File: config.mk
export PLATFORM = sky130hd
export DESIGN_NAME = preamble_seq
export DESIGN_NICKNAME = d
export VERILOG_FILES = /design/src/rtl/preamble_seq.sv
export SDC_FILE = /design/constraint.sdc
export NUM_CORES = 1
export LEC_CHECK = 0
export ABC_CLOCK_PERIOD_IN_PS = 1800
export CAP_MARGIN = 5
export CORE_MARGIN = 5
export CORE_UTILIZATION = 37
export CTS_CLUSTER_DIAMETER = 30
export DETAILED_ROUTE_END_ITERATION = 10
export GPL_TIMING_DRIVEN = 1
export PLACE_DENSITY_LB_ADDON = 0.08
export SYNTH_ARGS = -nofsm -noshare
export SYNTH_HDL_FRONTEND = slang
export SYNTH_SLANG_ARGS = --single-unit
File: constraint.sdc
create_clock -name clk -period 1.8 [get_ports clk]
set_input_delay 0.27 -clock clk [delete_from_list [all_inputs] [get_ports clk]]
set_output_delay 0.27 -clock clk [all_outputs]
set_load 0.01 [all_outputs]
File: src/rtl/preamble_seq.sv
// Legacy 802.11 PLCP preamble sequencer: streams the short then the long preamble ROM
// as one gapless valid/ready stream and pulses done once the final sample is accepted.
module preamble_seq #(
  parameter int SHORT_LEN = 160,
  parameter int LONG_LEN  = 160,
  parameter int ADDR_W    = 8,
  parameter int DW        = 32
) (
  input  logic              clk,
  input  logic              phy_tx_arestn,
  input  logic              start,
  input  logic              abort,
  output logic [ADDR_W-1:0] short_addr,
  input  logic [DW-1:0]     short_data,
  output logic [ADDR_W-1:0] long_addr,
  input  logic [DW-1:0]     long_data,
  output logic [DW-1:0]     out_iq,
  output logic              out_valid,
  input  logic              out_ready,
  output logic              out_last,
  output logic              out_phase,
  output logic              busy,
  output logic              done
);

  typedef enum logic [1:0] {IDLE, SHORT, LONG, DRAIN} state_e;

  localparam logic [ADDR_W-1:0] SHORT_MAX = ADDR_W'(SHORT_LEN - 1);
  localparam logic [ADDR_W-1:0] LONG_MAX  = ADDR_W'(LONG_LEN - 1);

  state_e            state_q, state_d;
  logic [ADDR_W-1:0] cnt_q, cnt_d;
  logic [DW-1:0]     iq_q, iq_d;
  logic              valid_q, valid_d;
  logic              last_q, last_d;
  logic              phase_q, phase_d;
  logic              busy_q, busy_d;
  logic              done_q, done_d;
  logic              load;

  // The output register reloads whenever it is empty or being drained this edge,
  // so the stream stays gapless and no sample is ever dropped or repeated.
  assign load = ((state_q == SHORT) || (state_q == LONG)) && (!valid_q || out_ready);

  always_comb begin
    state_d = state_q;
    cnt_d   = cnt_q;
    iq_d    = iq_q;
    valid_d = valid_q;
    last_d  = last_q;
    phase_d = phase_q;
    busy_d  = busy_q;
    done_d  = 1'b0;
    if (abort) begin
      state_d = IDLE;
      cnt_d   = '0;
      valid_d = 1'b0;
      last_d  = 1'b0;
      busy_d  = 1'b0;
    end else begin
      unique case (state_q)
        IDLE: begin
          if (start) begin
            state_d = SHORT;
            cnt_d   = '0;
            busy_d  = 1'b1;
          end
        end
        SHORT: begin
          if (load) begin
            iq_d    = short_data;
            phase_d = 1'b0;
            valid_d = 1'b1;
            if (cnt_q == SHORT_MAX) begin
              state_d = LONG;
              cnt_d   = '0;
            end else begin
              cnt_d = cnt_q + ADDR_W'(1);
            end
          end
        end
        LONG: begin
          if (load) begin
            iq_d    = long_data;
            phase_d = 1'b1;
            valid_d = 1'b1;
            if (cnt_q == LONG_MAX) begin
              last_d  = 1'b1;
              state_d = DRAIN;
            end else begin
              cnt_d = cnt_q + ADDR_W'(1);
            end
          end
        end
        DRAIN: begin
          if (valid_q && out_ready) begin
            valid_d = 1'b0;
            last_d  = 1'b0;
            done_d  = 1'b1;
            busy_d  = 1'b0;
            cnt_d   = '0;
            state_d = IDLE;
          end
        end
        default: state_d = IDLE;
      endcase
    end
  end

  always_ff @(posedge clk or negedge phy_tx_arestn) begin
    if (!phy_tx_arestn) begin
      state_q <= IDLE;
      cnt_q   <= '0;
      iq_q    <= '0;
      valid_q <= 1'b0;
      last_q  <= 1'b0;
      phase_q <= 1'b0;
      busy_q  <= 1'b0;
      done_q  <= 1'b0;
    end else begin
      state_q <= state_d;
      cnt_q   <= cnt_d;
      iq_q    <= iq_d;
      valid_q <= valid_d;
      last_q  <= last_d;
      phase_q <= phase_d;
      busy_q  <= busy_d;
      done_q  <= done_d;
    end
  end

  assign short_addr = (state_q == SHORT) ? cnt_q : '0;
  assign long_addr  = (state_q == LONG)  ? cnt_q : '0;
  assign out_iq     = iq_q;
  assign out_valid  = valid_q;
  assign out_last   = last_q;
  assign out_phase  = phase_q;
  assign busy       = busy_q;
  assign done       = done_q;

endmodule

# Yosys cells after proc, flatten, opt, wreduce, memory -nomap -nowiden
# Index checks and enable logic that the tools add are counted.
dict set report word_totals {
  regBits 47
  in_bits 69
  out_inout_bits 53
}
dict set report classes {
  add_sub_neg 1
  eq_ne 14
  n_mux 37
  bitwise 1
  n_reduce_logical 17
}
# operator n
set ops {}
lappend ops {{$mux W8} 9}
lappend ops {{$mux W32} 2}
lappend ops {{$pmux W32 S2} 1}
lappend ops {{$pmux W8 S4} 1}
lappend ops {{$ne A3 B3 Y1 const B} 5}
lappend ops {{$mux W2} 7}
lappend ops {{$mux W1} 12}
lappend ops {{$reduce_bool A3 Y1} 3}
lappend ops {{$add A8 B1 Y8 const B} 1}
lappend ops {{$eq A8 B8 Y1 const B} 1}
lappend ops {{$pmux W1 S2} 4}
lappend ops {{$pmux W2 S4} 1}
lappend ops {{$reduce_and A4 Y1} 2}
lappend ops {{$ne A3 B2 Y1 const B} 2}
lappend ops {{$reduce_and A3 Y1} 2}
lappend ops {{$reduce_and A6 Y1} 1}
lappend ops {{$reduce_and A5 Y1} 1}
lappend ops {{$eq A2 B2 Y1 const B} 2}
lappend ops {{$ne A2 B2 Y1 const B} 2}
lappend ops {{$ne A3 B1 Y1 const B} 1}
lappend ops {{$eq A2 B1 Y1 const B} 1}
lappend ops {{$logic_and A1 B1 Y1} 2}
lappend ops {{$logic_not A2 Y1} 1}
lappend ops {{$logic_or A1 B1 Y1} 2}
lappend ops {{other kinds (4)} 4}

# Longest topological paths before layout
# Gate-level depths: netlist of the first run.
dict set report depth {
  ltp_word 6
  ltp_mapped 8
  ltp_nobuf 6
}

# Worst setup path after synthesis of the first run
# OpenSTA, ideal clock, no wires.
dict set report synth_path {
  path_kind {register to register}
  start {register state_q[1]}
  end {register state_q[0]}
  t_arrival_ps 1746
  required_time_ps 1678
  path_slack_ps -68
  stages_incl_launch_ff 8
  path_buffers 1
  period_less_slack_ps 1868
  cell_sequence {dfrtp_1 -> inv_1 -> ha_1 -> clkbuf_1 -> a21boi_1 -> a2111oi_4 -> a41oi_1 -> a32o_1}
}
dict set report synth_via {
  elab_chain_cells 5
}
# item line_no
set synth_lines {}
lappend synth_lines {{start: declaration} 31} ;# state_e state_q, state_d;
lappend synth_lines {{start signal: assignment} 121} ;# state_q <= state_d;
lappend synth_lines {{$eq A2 B1 Y1 or $eq A2 B2 Y1 (tied branches)} {43, 61}}
lappend synth_lines {{$logic_or A1 B1 Y1} 43} ;# assign load = ((state_q == SHORT) || (state_q == LONG)) && (!valid_q || out_ready);
lappend synth_lines {{$logic_and A1 B1 Y1} 43}
lappend synth_lines {{$ne A3 B3 Y1 (no line)} --}
lappend synth_lines {{$reduce_and A6 Y1 (no line)} --}
# Parallel ways exist; a longest one is shown, timed or not.
# A chain may end at the register's enable or synchronous reset.

# Worst setup path in the final report of the first run
dict set report layout_path {
  start {register state_q[1]}
  end {register cnt_q[7]}
}
dict set report layout_via {
  elab_chain_cells 5
}
# item line_no
set layout_lines {}
lappend layout_lines {{$eq A2 B1 Y1 or $eq A2 B2 Y1 (tied branches)} {43, 61}}
lappend layout_lines {{$logic_or A1 B1 Y1} 43}
lappend layout_lines {{$logic_and A1 B1 Y1} 43}
lappend layout_lines {{$ne A3 B3 Y1 (no line)} --}
lappend layout_lines {{$reduce_and A5 Y1 (no line)} --}
lappend layout_lines {{end signal: assignment} 122} ;# cnt_q <= cnt_d;
lappend layout_lines {{end: declaration} 32} ;# logic [ADDR_W-1:0] cnt_q, cnt_d;
# Parallel ways exist; a longest one is shown, timed or not.

==> results of run 1 <==
[state kept, by name, indices dropped and copies added, names as in the netlist]
name       cells
busy           1
cnt_q          8
done           1
out_iq        32
out_last       1
out_phase      1
out_valid      1
state_q        2
[power by group]
| group | switching [W] | total [W] | leakage, nW | internal [W] |
|---|---|---|---|---|
| clock | 0.000354 | 0.000762 | 0.0513 | 0.000408 |
| sequential | 0.000191 | 0.00163 | 0.606 | 0.00144 |
| combinational | 0.00140 | 0.00299 | 1.16 | 0.00160 |
| total | 0.00194 | 0.00539 | 1.82 | 0.00344 |
[layout make-up]
| cell class | instances | share of cell area (%) |
|---|---|---|
| clock buffers | 6 | 1.70 |
| multi-input cells | 194 | 33.4 |
| clock inverters | 1 | 0.702 |
| flip-flops and latches | 47 | 27.5 |
| inverters | 8 | 0.848 |
| repair buffers | 154 | 33.5 |
| well taps | 80 | 2.34 |
[final timing paths]
check                         startpoint          to  slack (ps)  cells after the start
setup / recovery              state_q[1]    cnt_q[7]         -30                      7
hold / removal                out_iq[20]  out_iq[20]         480                      2
setup reg to reg              state_q[1]    cnt_q[7]         -30                      7
hold reg to reg               out_iq[20]  out_iq[20]         480                      2
max in group asynchronous  phy_tx_arestn  state_q[0]        1080                      3
min in group asynchronous  phy_tx_arestn  out_iq[28]         490                      3
[stage by stage]
stage,cell area [um2],hold WS [ps]
after floorplan,2560,-25.6
after global placement,4080,274
after detailed placement,4080,275
after CTS,4240,489
after global routing,4280,516
final,4280,483
[kinds of logic (layout without fill, tap and decap cells)]
family / count (synthesis) / count (layout) / share of synthesized area [%]
compound gates: 67 / 67 / 17.1
fa+ha+maj: 6 / 6 / 2.94
buf+inv: 21 / 169 / 3.43
flops: 47 / 47 / 46.0
mux: 34 / 34 / 13.4
simple gates: 87 / 87 / 17.2
[worst reg2reg max path: cells and delay by family, from the launching register on]
kind / cells / cell delay, ps
compound gates: 2 / 660
fa+ha+maj: 1 / 180
flops: 1 / 390
buf+inv: 3 / 420
simple gates: 1 / 50
[synthesized netlist by cell type, types with 2 or more instances]
cell type,count
clkbuf_1,5
buf_2,7
a41oi_1,3
ha_1,6
a221o_1,2
and3_1,3
or3_1,3
o21ai_0,36
o211ai_1,4
nand4_1,2
nor2b_1,3
a21oi_1,6
a21o_1,2
inv_1,7
nor2_1,9
nand2_1,38
mux2i_1,33
a311oi_1,2
and2_1,11
nand3_1,3
nor3_1,4
dfrtp_1,47
nand2b_1,2
o31ai_1,2
[metal layers]
layer / GRT usage, % / part of all wire (%)
met3: 4.18 / 6.6
met1: 21.4 / 43
met2: 28.7 / 50
met4: 3.05 / 0.78
met5: 0 / 0
[repair_timing]
item / in CTS / in global routing
hold buffers: 1 / 0
endpoints found under the hold margin: 47 / 0
gates resized for setup: 51 / 18
pin swaps: 6 / 5
setup buffers: 1 / 0
endpoints found under the setup margin: 36 / 40
==> impl.org, run 1 <==
** Run status
- The run finished, with violations left.
- The final reports fail on negative setup slack.

** Global routing
- The via count of the first global-routing pass came to 2,369.
- The initial antenna violation count came to 0.
- Overflow left after global routing :: 0
- First-pass GRT wire length :: between 10,000 and 15,000 um
- Total GRT Usage :: roughly 17%
- Entering global routing, the biggest net connects 48 pins.

** Synthesis
- After synthesis, the share of flip-flops with an asynchronous set or reset is 100%.
- Cell count after synthesis :: 262
- Top cells by area, synth :: dfrtp_1 46%, mux2i_1 13%, o21ai_0 7.0%
- The biggest area contributor in the post-synthesis netlist is dfrtp_1.
- Main flop type after synthesis :: dfrtp_1
- Number of enable-type register cells in the synthesized netlist :: 0
- Summed over its instances, the top area cell type makes up approximately 46% of the synthesized netlist area.
- Flip-flop and latch count after synthesis :: 47
- After synthesis the cells add up to 2560 um2.
- Post-synthesis average cell area :: approximately 9.8 um2
- For this run, the register share of the synthesized area comes to around 46%.
- Counting every net in the synthesized netlist gives about 340.
- Post-synthesis cell type count :: between 40 and 50
- Total of warnings raised by yosys :: 0

** STA
- Crit path setup slack, layout :: -25.1 ps
- Summed negative setup slack over all endpoints :: -56.8 ps
- Tcrit/Tclk final :: 101%
- Slew margin rel. :: between 70% and 80%
- Final slew viol count :: 0
- Final clock skew :: approximately 8.6 ps
- Number of hold violations in the final report :: 0
- Shortest clock period the worst path allows after layout :: 1830 ps
- Timing would allow up to about 0.55 GHz.
- Unrepaired setup endpoints after global routing :: true
- Worst Max-Slew Pin Slew :: between 400 and 500 ps
- Number of setup violations in the final report :: 3

** Run
- Max-cap violations in this run came to 0.

** Drt
- Total wire length :: between 7000 and 8000 um
- Initial DRC Count :: 65
- In the final routed layout, each cell accounts on average for around 15 um.
- Total number of vias :: about 2,400
- Dividing the detail-routed via count by the number of cells gives 4.99.
- Before antenna repair, the detailed router went through 4 iterations.
- In the routed design, unresolved DRC markers number 0.
- Number of nets with antenna violations after routing :: 0

** Placed design
- Routability-driven placement finished with a final weighted congestion of between 0.8 and 0.9.
- Including well taps, the total number of placed cells is roughly 480.
- Number of buffers added on ports :: around 120
- Setup WS pre-CTS :: -128 ps
- HPWL reported at the end of detailed placement :: 5750 um

** Clock tree
- Clock-pin slew of the registers on the worst-case setup and hold paths :: around 90 ps
- TritonCTS created 5 clock buffers.
- TritonCTS built the clock tree.
- Source-to-sink clock delay at the later pin of the worst-skew pair :: between 200 and 300 ps
- The clock tree synthesis step divided the H-tree into 2 levels.
- Counting along the longest clock path gives a buffer depth of 2.
- Root buffer cell :: clkbuf_8
- CTS sink cnt :: between 40 and 50

** Setup path
- Worst endpoint required time :: 1980 ps
- Delay of the slowest critical-path stage :: just under 400 ps
- Of all nets on the critical path, the largest fanout is 5.
- Family of cells with the greatest summed delay on the critical path :: compound AO/OA/AOI/OAI gates
- Type of the worst setup path :: flip-flop to flip-flop
- The worst setup path is launched from a flip-flop.
- Data on the critical path arrives at its endpoint at 2000 ps.
- Sum of buffers and inverters on the critical path :: 3
- The worst setup path is captured at a flip-flop.
- Walking the worst path, the cells encountered are buf_4 -> ha_4 -> clkinvlp_4 -> buf_6 -> nor3_4 -> o31a_1 -> a221o_1.
- Slowest stage cell, crit path :: dfrtp_1

** Power and ir drop
- For this design the ratio of total power to cell area is about 1300 nW/um2.
- The design draws ~0.0054 W.
- Summed over all cells, the static leakage comes to between 1.5 and 2 nW.
- IR analysis of the VDD net gives a maximum drop of between 700 and 800 uV.

** Floorplan
- Num rows :: 30
- For this configuration, the core starts out at a cell density of a little under two fifths.
- Core area :: 6760 um2
- Total die area :: 8670 um2
- Die height :: about 93 um
- Ports placed on the boundary :: around 120
- The die is ~93 um wide.

** Layout
- Most common cell after layout, fill and taps aside :: clkdlybuf4s50_1
- After filler insertion, the fill cell instance count of the layout stands at roughly 600.
- The multi-input combinational cells in the finished layout cover a total of ~1400 um2.
- Net count, final :: approximately 490
- Area growth from synthesis to final layout :: 67.4%
- Once layout is complete, the cells apart from fillers number 490.
- Fraction of final layout cells sized beyond drive strength 1 :: approximately a fifth
- Utilization of the core after routing :: around 63%
- Leaving out fill and tap cells, the most frequent cells in the layout are 104 x clkdlybuf4s50_1, 46 x dfrtp_1, 38 x nand2_1.
- Sequential cell area :: around 1200 um2
- The repair_antennas step left the layout with diodes totalling 0.

** Worst hold path
- In this run the worst hold path is classified as flip-flop to flip-flop.
Power figures use the tool's default switching activity.
==> inputs of run 2 (changes only) <==
Settings changed: CTS_BUF_LIST set to sky130_fd_sc_hd__clkbuf_16.
==> run 2 against run 1 <==
Against the previous run:
- setup slack improved by 21 ps
- core utilization rose by 1.2 points
- the run still ends with negative setup slack left
- design area rose by 1.9%
- die area did not move
- highest routed layer unchanged
- first-iteration DRC count fell by 12%
==> impl.org, run 2 (synthesized netlist as in run 1, its figures left out) <==
** Run status
- The run finished, with violations left.
- The final reports fail on negative setup slack.

** Clock tree
- Source-to-sink clock delay at the later pin of the worst-skew pair :: 280 ps (about the same)
- Bufs on Longest Clock Path :: 2 (unchanged)
- The number of sinks on the clock net was 47 (unchanged).
- H-tree depth :: 2 (unchanged)
- CTS tree :: yes
- Clock buffer count from CTS :: 5 (unchanged)
- Clock-pin slew of the registers on the worst-case setup and hold paths :: 60 ps (-30 ps)
- Root buffer cell :: clkbuf_16

** Layout
- Most common cell after layout, fill and taps aside :: clkdlybuf4s50_1
- Utilization of the core after routing :: 64.6% (+1.2 points)
- The antenna cell count came to 0 (unchanged).
- Flip-flop count of the largest register after layout :: 32 (unchanged)
- Area growth from synthesis to final layout :: 70.6%
- Commonest cells after routing, fill and taps aside :: 104 x clkdlybuf4s50_1, 46 x dfrtp_1, 38 x nand2_1
- The final instance count without filler cells came to 491 (+0.20%).
- Final-layout fill cell count :: 578 (-2.0%)
- Fraction of final layout cells sized beyond drive strength 1 :: 19.5% (+0.68 points)
- The net count of the finished layout is 486 (+0.21%).
- The area of all placed cells without fillers is 4360 um2 (+1.9%).

** Drt
- The count of TritonRoute iterations in the first routing pass is 4 (unchanged).
- The post-detailed-route via-to-cell ratio is 5.05 (+1.3%).
- The number of vias after detailed routing was 2,482 (+1.5%).
- The number of remaining DRC errors is 0 (unchanged).
- Number of nets with antenna violations after routing :: 0 (unchanged)
- The detailed-route wire length was 7550 um (+2.8%).
- Detail-routed net length per standard cell :: 15.4 um (+2.6%)
- The DRC violation total after the first TritonRoute iteration came to 57 (-12%).

** STA
- The count of endpoints failing setup in the final report was 2 (-1).
- Tcrit/Tclk final :: 100% (-1.2 points)
- Maximum achievable frequency :: 0.554 GHz (+1.2%)
- The final hold violation count was 0 (unchanged).
- Final clock skew :: 4.03 ps (-4.61 ps)
- Summed negative setup slack over all endpoints :: -8.30 ps (+48.5 ps)
- Worst Max-Slew Pin Slew :: 353 ps (-58.5 ps)
- The clock period minus worst slack came to 1800 ps (-20.9 ps).
- Crit path setup slack, layout :: -4.23 ps (+20.9 ps)
- Slew margin rel. :: 76.5% (+3.9 points)
- Final slew viol count :: 0 (unchanged)
- Unrepaired setup endpoints after global routing :: true

** Placed design
- The instance area at placement is 4080 um2 (unchanged).
- The final weighted congestion in routability-driven placement came to 0.820 (unchanged).
- The number of instances in the placed design is 481 (unchanged).
- HPWL reported at the end of detailed placement :: 5750 um (unchanged)
- Number of buffers added on ports :: 121 (unchanged)

** Worst hold path
- The path with the worst hold slack has its endpoint at out_iq[20].
- Hold path cells :: 2 (unchanged)
- Hold Crit Class :: flip-flop to flip-flop
- In this run the most critical hold path is launched from out_iq[20].

** Global routing
- The initial antenna violation count came to 0 (unchanged).
- The via count of the first global-routing pass was 2,390 (+0.89%).
- The global-route wire length before repair was 11,900 um (+0.76%).
- The total congestion overflow after global routing was 0 (unchanged).
- The global-route usage over all layers came to 17.0% (+0.31 points).
- Largest net degree at the start of global routing :: 48 (unchanged)

** Setup path
- The worst register-to-register path ends at cnt_q[5].
- The worst register-to-register path begins at state_q[1].
- Cell chain of the critical path :: inv_2 -> buf_4 -> ha_2 -> nor2b_4 -> a21o_1 -> o31a_1 -> a221o_1
- Setup slack, reg-to-reg :: -4 ps (+20 ps)
- The arrival time at the worst endpoint was 1970 ps (-30 ps).
- The length in cells of the worst reg-to-reg path is 7 (unchanged).
- Element type at the critical path end :: flip-flop
- Delay of the slowest critical-path stage :: 350 ps (-40 ps)
- Slowest stage cell, crit path :: dfrtp_1
- The critical path is of the flip-flop to flip-flop type.
- Biggest fanout along the worst timing path :: 4 (-1)
- STA classifies the critical path startpoint as a flip-flop.
- Worst endpoint required time :: 1970 ps (about the same)

** Floorplan
- Starting utilization of the core area :: 37.8% (unchanged)
- Ports placed on the boundary :: 122 (unchanged)
- Die height :: 93.1 um (unchanged)
- The standard cell core area was 6760 um2 (unchanged).
- Horiz. Die Dim :: 93.1 um (unchanged)
- Total die area :: 8670 um2 (unchanged)
- The number of cell rows came to 30 (unchanged).

** Run
- The number of violations of the max-capacitance limit was 0 (unchanged).

** Power and ir drop
- The total power divided by cell area was 1300 nW/um2 (+3.6%).
- The power consumption was 0.00569 W (+5.6%).
- The static leakage power was 1.85 nW (+1.6%).
- Worst supply voltage drop on vdd :: 837 uV (+17%)
## run 2: changes by cell type in the layout (fill, tap and decap cells not counted), moves of 5 or more
cell / previous run / this run
clkbuf_2: 0 / 6
clkbuf_8: 5 / 0
buf_2: 9 / 3
clkbuf_16: 0 / 5
## run 2: power by group
group	total, W	switching, W	internal, W	leakage, nW
clock network	0.00102	0.000379	0.000643	0.0811
logic	0.00303	0.00142	0.00161	1.16
registers	0.00164	0.000192	0.00144	0.606
## run 2: worst max path at each step
stage	start	cells past startpoint	endpoint	slack [ps]
CTS	state_q[0]	8	cnt_q[3]	-20
global route	state_q[1]	7	cnt_q[5]	-70
global placement	state_q[1]	8	cnt_q[2]	-60
floorplan	state_q[0]	5	long_addr[0]	10
detailed placement	state_q[1]	8	cnt_q[1]	-130
finish	state_q[1]	7	cnt_q[5]	-4
## run 2: layer usage
metal  GRT usage [%]  up-vias  wire, um
li1                -     1236         -
met1            21.3     1171      3180
met2            29.3       70      3850
met3            4.34        5       450
met4            4.15        0        64
met5               0        -         0
## run 2: layout make-up
cell class | instances | area, um2 | area share, %
repair buffers | 155 | 1450 | 33.2
well taps | 80 | 100 | 2.29
clock inverters | 2 | 33.8 | 0.775
inverters | 8 | 36.3 | 0.832
multi-input cells | 194 | 1440 | 33.1
clock buffers | 5 | 125 | 2.87
flip-flops and latches | 47 | 1180 | 27.0
## run 2: repair_timing
action,in CTS,in global routing
pin swaps,6,5
setup buffers,1,1
endpoints found under the hold margin,47,0
hold buffers,1,0
setup endpoints to repair,37,41
gates resized for setup,37,30
## run 2: critical path, delay by kind of cell, from the launching register on
kind,cells,cell delay (ps)
AOI/OAI and AO/OA,3,810
DFF,1,350
buffers and inverters,2,200
adders and majority gates,1,180
and+or+nand+nor,1,150
## run 2: through the flow
stage               setup WS [ps]  hold slack, ps
floorplan                    10.6           -25.6
global placement            -64.7             274
detailed placement           -128             275
CTS                         -24.6             483
global route                -66.7             510
finish                      -4.23             477
